--- config.mk ---
export PLATFORM = sky130hd
export DESIGN_NAME = seg595_scan_driver
export DESIGN_NICKNAME = d
export VERILOG_FILES = /design/src/rtl/seg595_scan_driver.sv
export SDC_FILE = /design/constraint.sdc
export NUM_CORES = 1
export LEC_CHECK = 0
export CAP_MARGIN = 15
export CORE_MARGIN = 2
export CORE_UTILIZATION = 40
export CTS_CLUSTER_DIAMETER = 120
export CTS_CLUSTER_SIZE = 40
export DETAILED_ROUTE_END_ITERATION = 8
export GPL_ROUTABILITY_DRIVEN = 1
export PLACE_DENSITY = 0.65
export SLEW_MARGIN = 30
export SYNTH_ARGS = -nofsm -noshare
export SYNTH_HDL_FRONTEND = slang
export SYNTH_SLANG_ARGS = --single-unit
export TNS_END_PERCENT = 10
--- constraint.sdc ---
create_clock -name clk -period 5.4 [get_ports clk]
set_input_delay 0.54 -clock clk [delete_from_list [all_inputs] [get_ports clk]]
set_output_delay 0.54 -clock clk [all_outputs]
set_load 0.02 [all_outputs]
--- src/rtl/seg595_scan_driver.sv ---
// Scans N_DIGITS seven-segment digits through a pair of 74HC595 shift registers.
// Each digit shifts a 16-bit word {one-hot position, active-low segments} MSB
// first, latches it, then holds for a fixed time before the next digit.
// Frame data is double-buffered: a load fills the pending buffer, and the
// pending buffer moves into the active buffer only at the start of a frame.
module seg595_scan_driver #(
  parameter int unsigned N_DIGITS     = 8,
  parameter int unsigned CLK_DIV      = 4,
  parameter int unsigned LATCH_CYCLES = 3,
  parameter int unsigned HOLD_CYCLES  = 1000
) (
  input  logic                  clk,
  input  logic                  rst_n,
  input  logic [8*N_DIGITS-1:0] data,
  input  logic                  load,
  input  logic                  raw_mode,
  input  logic                  blank,
  output logic                  ready,
  output logic                  frame_done,
  output logic                  sda,
  output logic                  sclk,
  output logic                  slatch
);

  localparam int unsigned DATA_W  = 8 * N_DIGITS;
  localparam int unsigned DIG_W   = (N_DIGITS > 1) ? $clog2(N_DIGITS) : 1;
  localparam int unsigned DIV_W   = $clog2(CLK_DIV + 1);
  localparam int unsigned CNT_MAX = (LATCH_CYCLES > HOLD_CYCLES) ? LATCH_CYCLES : HOLD_CYCLES;
  localparam int unsigned CNT_W   = $clog2(CNT_MAX + 1);
  localparam int unsigned PERIOD  = 1 + 32 * CLK_DIV + LATCH_CYCLES + HOLD_CYCLES;
  localparam int unsigned PER_W   = $clog2(PERIOD);

  localparam logic [DIG_W-1:0] LAST_DIGIT = DIG_W'(N_DIGITS - 1);
  localparam logic [DIV_W-1:0] DIV_LAST   = DIV_W'(CLK_DIV - 1);
  localparam logic [CNT_W-1:0] LATCH_LAST = CNT_W'(LATCH_CYCLES - 1);
  localparam logic [CNT_W-1:0] HOLD_LAST  = CNT_W'(HOLD_CYCLES - 1);
  localparam logic [PER_W-1:0] PER_LAST   = PER_W'(PERIOD - 1);
  localparam logic [PER_W-1:0] PER_FINAL  = PER_W'(PERIOD - 2);

  typedef enum logic [1:0] {
    S_LOAD_DIGIT,
    S_SHIFT,
    S_LATCH,
    S_HOLD
  } state_t;

  state_t            state;
  logic [DIG_W-1:0]  digit;
  logic [DIV_W-1:0]  div_cnt;
  logic [3:0]        bit_idx;
  logic [CNT_W-1:0]  cnt;
  logic [PER_W-1:0]  per_cnt;
  logic [14:0]       shreg;

  logic [DATA_W-1:0] pend_data;
  logic              pend_raw;
  logic              pend_valid;
  logic [DATA_W-1:0] act_data;
  logic              act_raw;

  logic              use_pend;
  logic [DATA_W-1:0] src_data;
  logic              src_raw;
  logic [7:0]        cur_byte;
  logic [7:0]        seg;
  logic [7:0]        pos;
  logic [15:0]       word;
  logic [DIG_W-1:0]  next_digit;

  // ASCII to active-low .GFEDCBA segment code; unknown characters go dark
  function automatic logic [7:0] seg_decode(input logic [7:0] c);
    logic [7:0] s;
    case (c)
      8'h30:        s = 8'hC0;  // 0
      8'h31:        s = 8'hF9;  // 1
      8'h32:        s = 8'hA4;  // 2
      8'h33:        s = 8'hB0;  // 3
      8'h34:        s = 8'h99;  // 4
      8'h35:        s = 8'h92;  // 5
      8'h36:        s = 8'h82;  // 6
      8'h37:        s = 8'hF8;  // 7
      8'h38:        s = 8'h80;  // 8
      8'h39:        s = 8'h90;  // 9
      8'h41, 8'h61: s = 8'h88;  // A a
      8'h42, 8'h62: s = 8'h83;  // B b
      8'h43, 8'h63: s = 8'hC6;  // C c
      8'h44, 8'h64: s = 8'hA1;  // D d
      8'h45, 8'h65: s = 8'h86;  // E e
      8'h46, 8'h66: s = 8'h8E;  // F f
      8'h2D:        s = 8'hBF;  // -
      8'h2E:        s = 8'h7F;  // .
      default:      s = 8'hFF;
    endcase
    return s;
  endfunction

  // Digit 0 of a frame reads straight from pending when a swap is due,
  // so the whole frame shows the new data
  always_comb begin
    use_pend = (digit == '0) && pend_valid;
    src_data = use_pend ? pend_data : act_data;
    src_raw  = use_pend ? pend_raw : act_raw;
  end

  // Select the byte of the current digit (digit 0 is the leftmost byte)
  always_comb begin
    cur_byte = 8'hFF;
    for (int i = 0; i < int'(N_DIGITS); i++) begin
      if (digit == DIG_W'(i)) begin
        cur_byte = src_data[8*(N_DIGITS-1-i) +: 8];
      end
    end
  end

  // Build the 16-bit word for the digit about to be shifted
  always_comb begin
    if (blank) begin
      seg = 8'hFF;
    end else if (src_raw) begin
      seg = cur_byte;
    end else begin
      seg = seg_decode(cur_byte);
    end
    pos        = 8'(8'd1 << digit);
    word       = {pos, seg};
    next_digit = (digit == LAST_DIGIT) ? '0 : digit + DIG_W'(1);
  end

  // Scan FSM, buffer management and all registered outputs
  always_ff @(posedge clk) begin
    if (!rst_n) begin
      state      <= S_LOAD_DIGIT;
      digit      <= '0;
      div_cnt    <= '0;
      bit_idx    <= '0;
      cnt        <= '0;
      per_cnt    <= '0;
      shreg      <= '0;
      pend_data  <= '0;
      pend_raw   <= 1'b0;
      pend_valid <= 1'b0;
      act_data   <= '1;
      act_raw    <= 1'b1;
      ready      <= 1'b1;
      frame_done <= 1'b0;
      sda        <= 1'b0;
      sclk       <= 1'b0;
      slatch     <= 1'b0;
    end else begin
      // Period counter marks the final cycle of the last digit
      frame_done <= (digit == LAST_DIGIT) && (per_cnt == PER_FINAL);
      per_cnt    <= (per_cnt == PER_LAST) ? '0 : per_cnt + PER_W'(1);

      if (load && ready) begin
        pend_data  <= data;
        pend_raw   <= raw_mode;
        pend_valid <= 1'b1;
        ready      <= 1'b0;
      end

      case (state)
        S_LOAD_DIGIT: begin
          if (use_pend) begin
            act_data   <= pend_data;
            act_raw    <= pend_raw;
            pend_valid <= 1'b0;
            ready      <= 1'b1;
          end
          shreg   <= word[14:0];
          sda     <= word[15];
          sclk    <= 1'b0;
          div_cnt <= '0;
          bit_idx <= '0;
          state   <= S_SHIFT;
        end

        S_SHIFT: begin
          if (div_cnt == DIV_LAST) begin
            div_cnt <= '0;
            if (!sclk) begin
              sclk <= 1'b1;
            end else if (bit_idx == 4'd15) begin
              sclk   <= 1'b0;
              sda    <= 1'b0;
              slatch <= 1'b1;
              cnt    <= '0;
              state  <= S_LATCH;
            end else begin
              sclk    <= 1'b0;
              sda     <= shreg[14];
              shreg   <= {shreg[13:0], 1'b0};
              bit_idx <= bit_idx + 4'd1;
            end
          end else begin
            div_cnt <= div_cnt + DIV_W'(1);
          end
        end

        S_LATCH: begin
          if (cnt == LATCH_LAST) begin
            slatch <= 1'b0;
            cnt    <= '0;
            if (HOLD_CYCLES == 0) begin
              digit <= next_digit;
              state <= S_LOAD_DIGIT;
            end else begin
              state <= S_HOLD;
            end
          end else begin
            cnt <= cnt + CNT_W'(1);
          end
        end

        S_HOLD: begin
          if (cnt == HOLD_LAST) begin
            cnt   <= '0;
            digit <= next_digit;
            state <= S_LOAD_DIGIT;
          end else begin
            cnt <= cnt + CNT_W'(1);
          end
        end

        default: begin
          state <= S_LOAD_DIGIT;
        end
      endcase
    end
  end

endmodule

==> out/qor.txt <==
Max Slew Vio Count = 0
worst path cell trace = inv_1 > ha_1 > nand2_1 > a211oi_1 > o221ai_1 > a221o_1 > or4b_1 > a211oi_2 > nor4_2 > a21oi_4 > a41oi_1
GRT Residual Overflow = 0
worst path required time = 5.67 ns
CTS Buf Count = 17
clk root buf = clkbuf_16
worst hold path class = reg -> reg
Worst Setup End Kind = register
commonest non-fill, non-tap cells in the layout = nand2_1, dfxtp_1, nand3_1
DRT antenna net count = 0
Initial DRT Pass Iterations = 5
num rows = 54
outcome = finished, final reports clean
RSZ-0062 raised after global routing = false
Peak VDD IR = 0.000182 V
die height = 152 um
maximum clock insertion buffer count = 2
I/O Buffers = 73
Tcrit/Tclk final = 76.3%
worst setup margin = 1.28 ns
Fin Setup TNS = 0 ns
Final Hold Viols = 0
Synth Flop Type = dfxtp_1
Worst Path Buf+Inv = 1
post-synthesis sequential area ratio = 41.9%
worst skew pair latency = 0.44 ns
commonest non-fill, non-tap cell in the layout = nand2_1
total wire length = 21600 um
Mapped Cells = 1118
Worst Hold Slack = 0.453 ns
CTS tree = yes
first-pass GRT wire length = 35700 um
Worst Max-Slew Pin Slew = 0.838 ns
share of flip-flops with an asynchronous set or reset = 0%
Placement Setup Slack = 1.37 ns
starting density of the core = 40.5%
post-DP HPWL = 14700 um
diodes inserted = 0
#FFs+latches synth = 184
post-CTS setup buffer count = 0
fill cell count = 2101
Post-route DRC = 0
TritonCTS sink count = 184
Yosys cell types = 69
initial antenna violation count = 0
routed length per instance = 15.0 um
Syn. warnings = 0
io pins = 74
Post-Syn Nets = 1203
Syn Std Cell Area = 8790 um2
Max Clock Skew = 0.0131 ns
dpl cells = 1409
final instance area = 10300 um2
Post-CTS Resized = 0
fin util = 47.3%
layout cells sized above 1 = 5.77%
GPL Wtd Cong = 0.950
Syn Area/Cell = 7.86 um2
DR vias = 7700
critical path's slowest cell = ha_1
DIE WIDTH = 152 um
area of the die = 23200 um2
critical path arrival = 4.39 ns
H-tree depth = 4
1st-iter DRT viols = 626
kind of critical path = reg -> reg
max cap viols = 0
Power Density = 406 nW/um2
largest net degree at the start of global routing = 85
final net count = 1233
Crit path largest cell delay = 0.59 ns
CP delay by family, top = compound AO/OA/AOI/OAI gates
vias in the first global route = 7022
Core Area = 21700 um2
Hold Buf Count CTS = 0
endpoints failing setup = 0
Max Fclk = 0.243 GHz
total power = 4.16 mW
GRT Overall Usage = 18.5%
clk slew on worst S/H paths = 0.07 ns
Leak Pwr = 4.07 nW
synthesis-to-layout area growth = 16.6%
vias per cell = 5.34
Post-Place Cell Area = 9670 um2
Layout Cells excl Fill = 1441
EDFF count, synth = 0
worst-path fanout max = 23
critical path startpoint category = register
Max-slew headroom = 44.0%
time the worst path needs with I/O delays and setup = 4.12 ns
flip-flops by register name, summed over array words and instances (netlist names):
| signal | count |
|---|---|
| act_data | 64 |
| act_raw | 1 |
| bit_idx | 4 |
| cnt | 10 |
| digit | 3 |
| div_cnt | 3 |
| frame_done | 1 |
| pend_data | 64 |
| pend_raw | 1 |
| pend_valid | 1 |
| per_cnt | 11 |
| ready | 1 |
| sclk | 1 |
| sda | 1 |
| shreg | 15 |
| slatch | 1 |
| state | 2 |
tightest hold or removal path: cells and delay by family, from the launching register on:
family | cells | cell delay (ns)
flip-flops | 1 | 0.32
AND/OR/NAND/NOR | 2 | 0.09
cells in the mapped netlist (4+ instances only):
cell type	n	area, um2
nor2_1	54	203
o211ai_1	12	90.1
nor3_1	9	45.0
o211a_1	9	90.1
nand2_1	328	1230
dfxtp_1	184	3680
nor4_1	4	25.0
mux2_2	8	90.1
a221o_1	4	40.0
buf_2	12	60.1
mux2i_1	16	160
a211oi_1	12	90.1
xor2_1	12	105
xnor2_1	7	61.3
and2_1	8	50.1
a21boi_0	69	518
a31oi_1	11	68.8
inv_1	21	78.8
nor2b_1	13	81.3
ha_1	16	200
nand4_1	7	43.8
clkbuf_1	57	214
o221ai_1	9	78.8
a21oi_1	26	130
nand3_1	88	440
and3_1	15	93.8
o22ai_1	4	25.0
nand2b_1	8	50.1
nand3b_1	4	30.0
o21ai_0	19	95.1
buf_1	4	15.0
cell type report:
| cell class | instances | area [um2] | share of cell area (%) |
|---|---|---|---|
| well taps | 280 | 350 | 3.42 |
| clock buffers | 20 | 437 | 4.26 |
| flip-flops and latches | 184 | 3680 | 35.9 |
| clock inverters | 12 | 143 | 1.39 |
| inverters | 23 | 86.3 | 0.842 |
| multi-input cells | 837 | 4730 | 46.2 |
| repair buffers | 85 | 818 | 7.98 |
cell families (layout without fill, tap and decap cells):
kind of cell	after synthesis	after routing	synth area share [%]
fa+ha+maj	16	16	2.28
xor+xnor	19	19	1.89
simple gates	558	558	28.1
compound gates	220	220	18.6
flops	184	184	41.9
buf+inv	97	140	4.36
mux	24	24	2.85
final timing paths:
kind | from | to | slack [ns] | cells past startpoint
hold / removal | div_cnt[2] | div_cnt[2] | 0.45 | 2
hold reg to reg | div_cnt[2] | div_cnt[2] | 0.45 | 2
setup reg to reg | digit[0] | shreg[4] | 1.28 | 11
setup / recovery | digit[0] | shreg[4] | 1.28 | 11
report_power, final:
group / leakage [nW] / internal [mW] / switching [mW] / total (mW)
registers: 1.51 / 1.57 / 0.140 / 1.71
logic: 2.28 / 0.468 / 0.743 / 1.21
clock network: 0.280 / 0.689 / 0.553 / 1.24
metal layers:
metal  vias to the layer above  part of all wire [%]  track usage (%)
met1                      3593                    50             26.0
met2                       171                    45             29.2
li1                       3915                     -                -
met4                         0                   1.4             5.56
met3                        21                   3.7             3.33
met5                         -                     0                0
(Power assumes the default switching activity.)
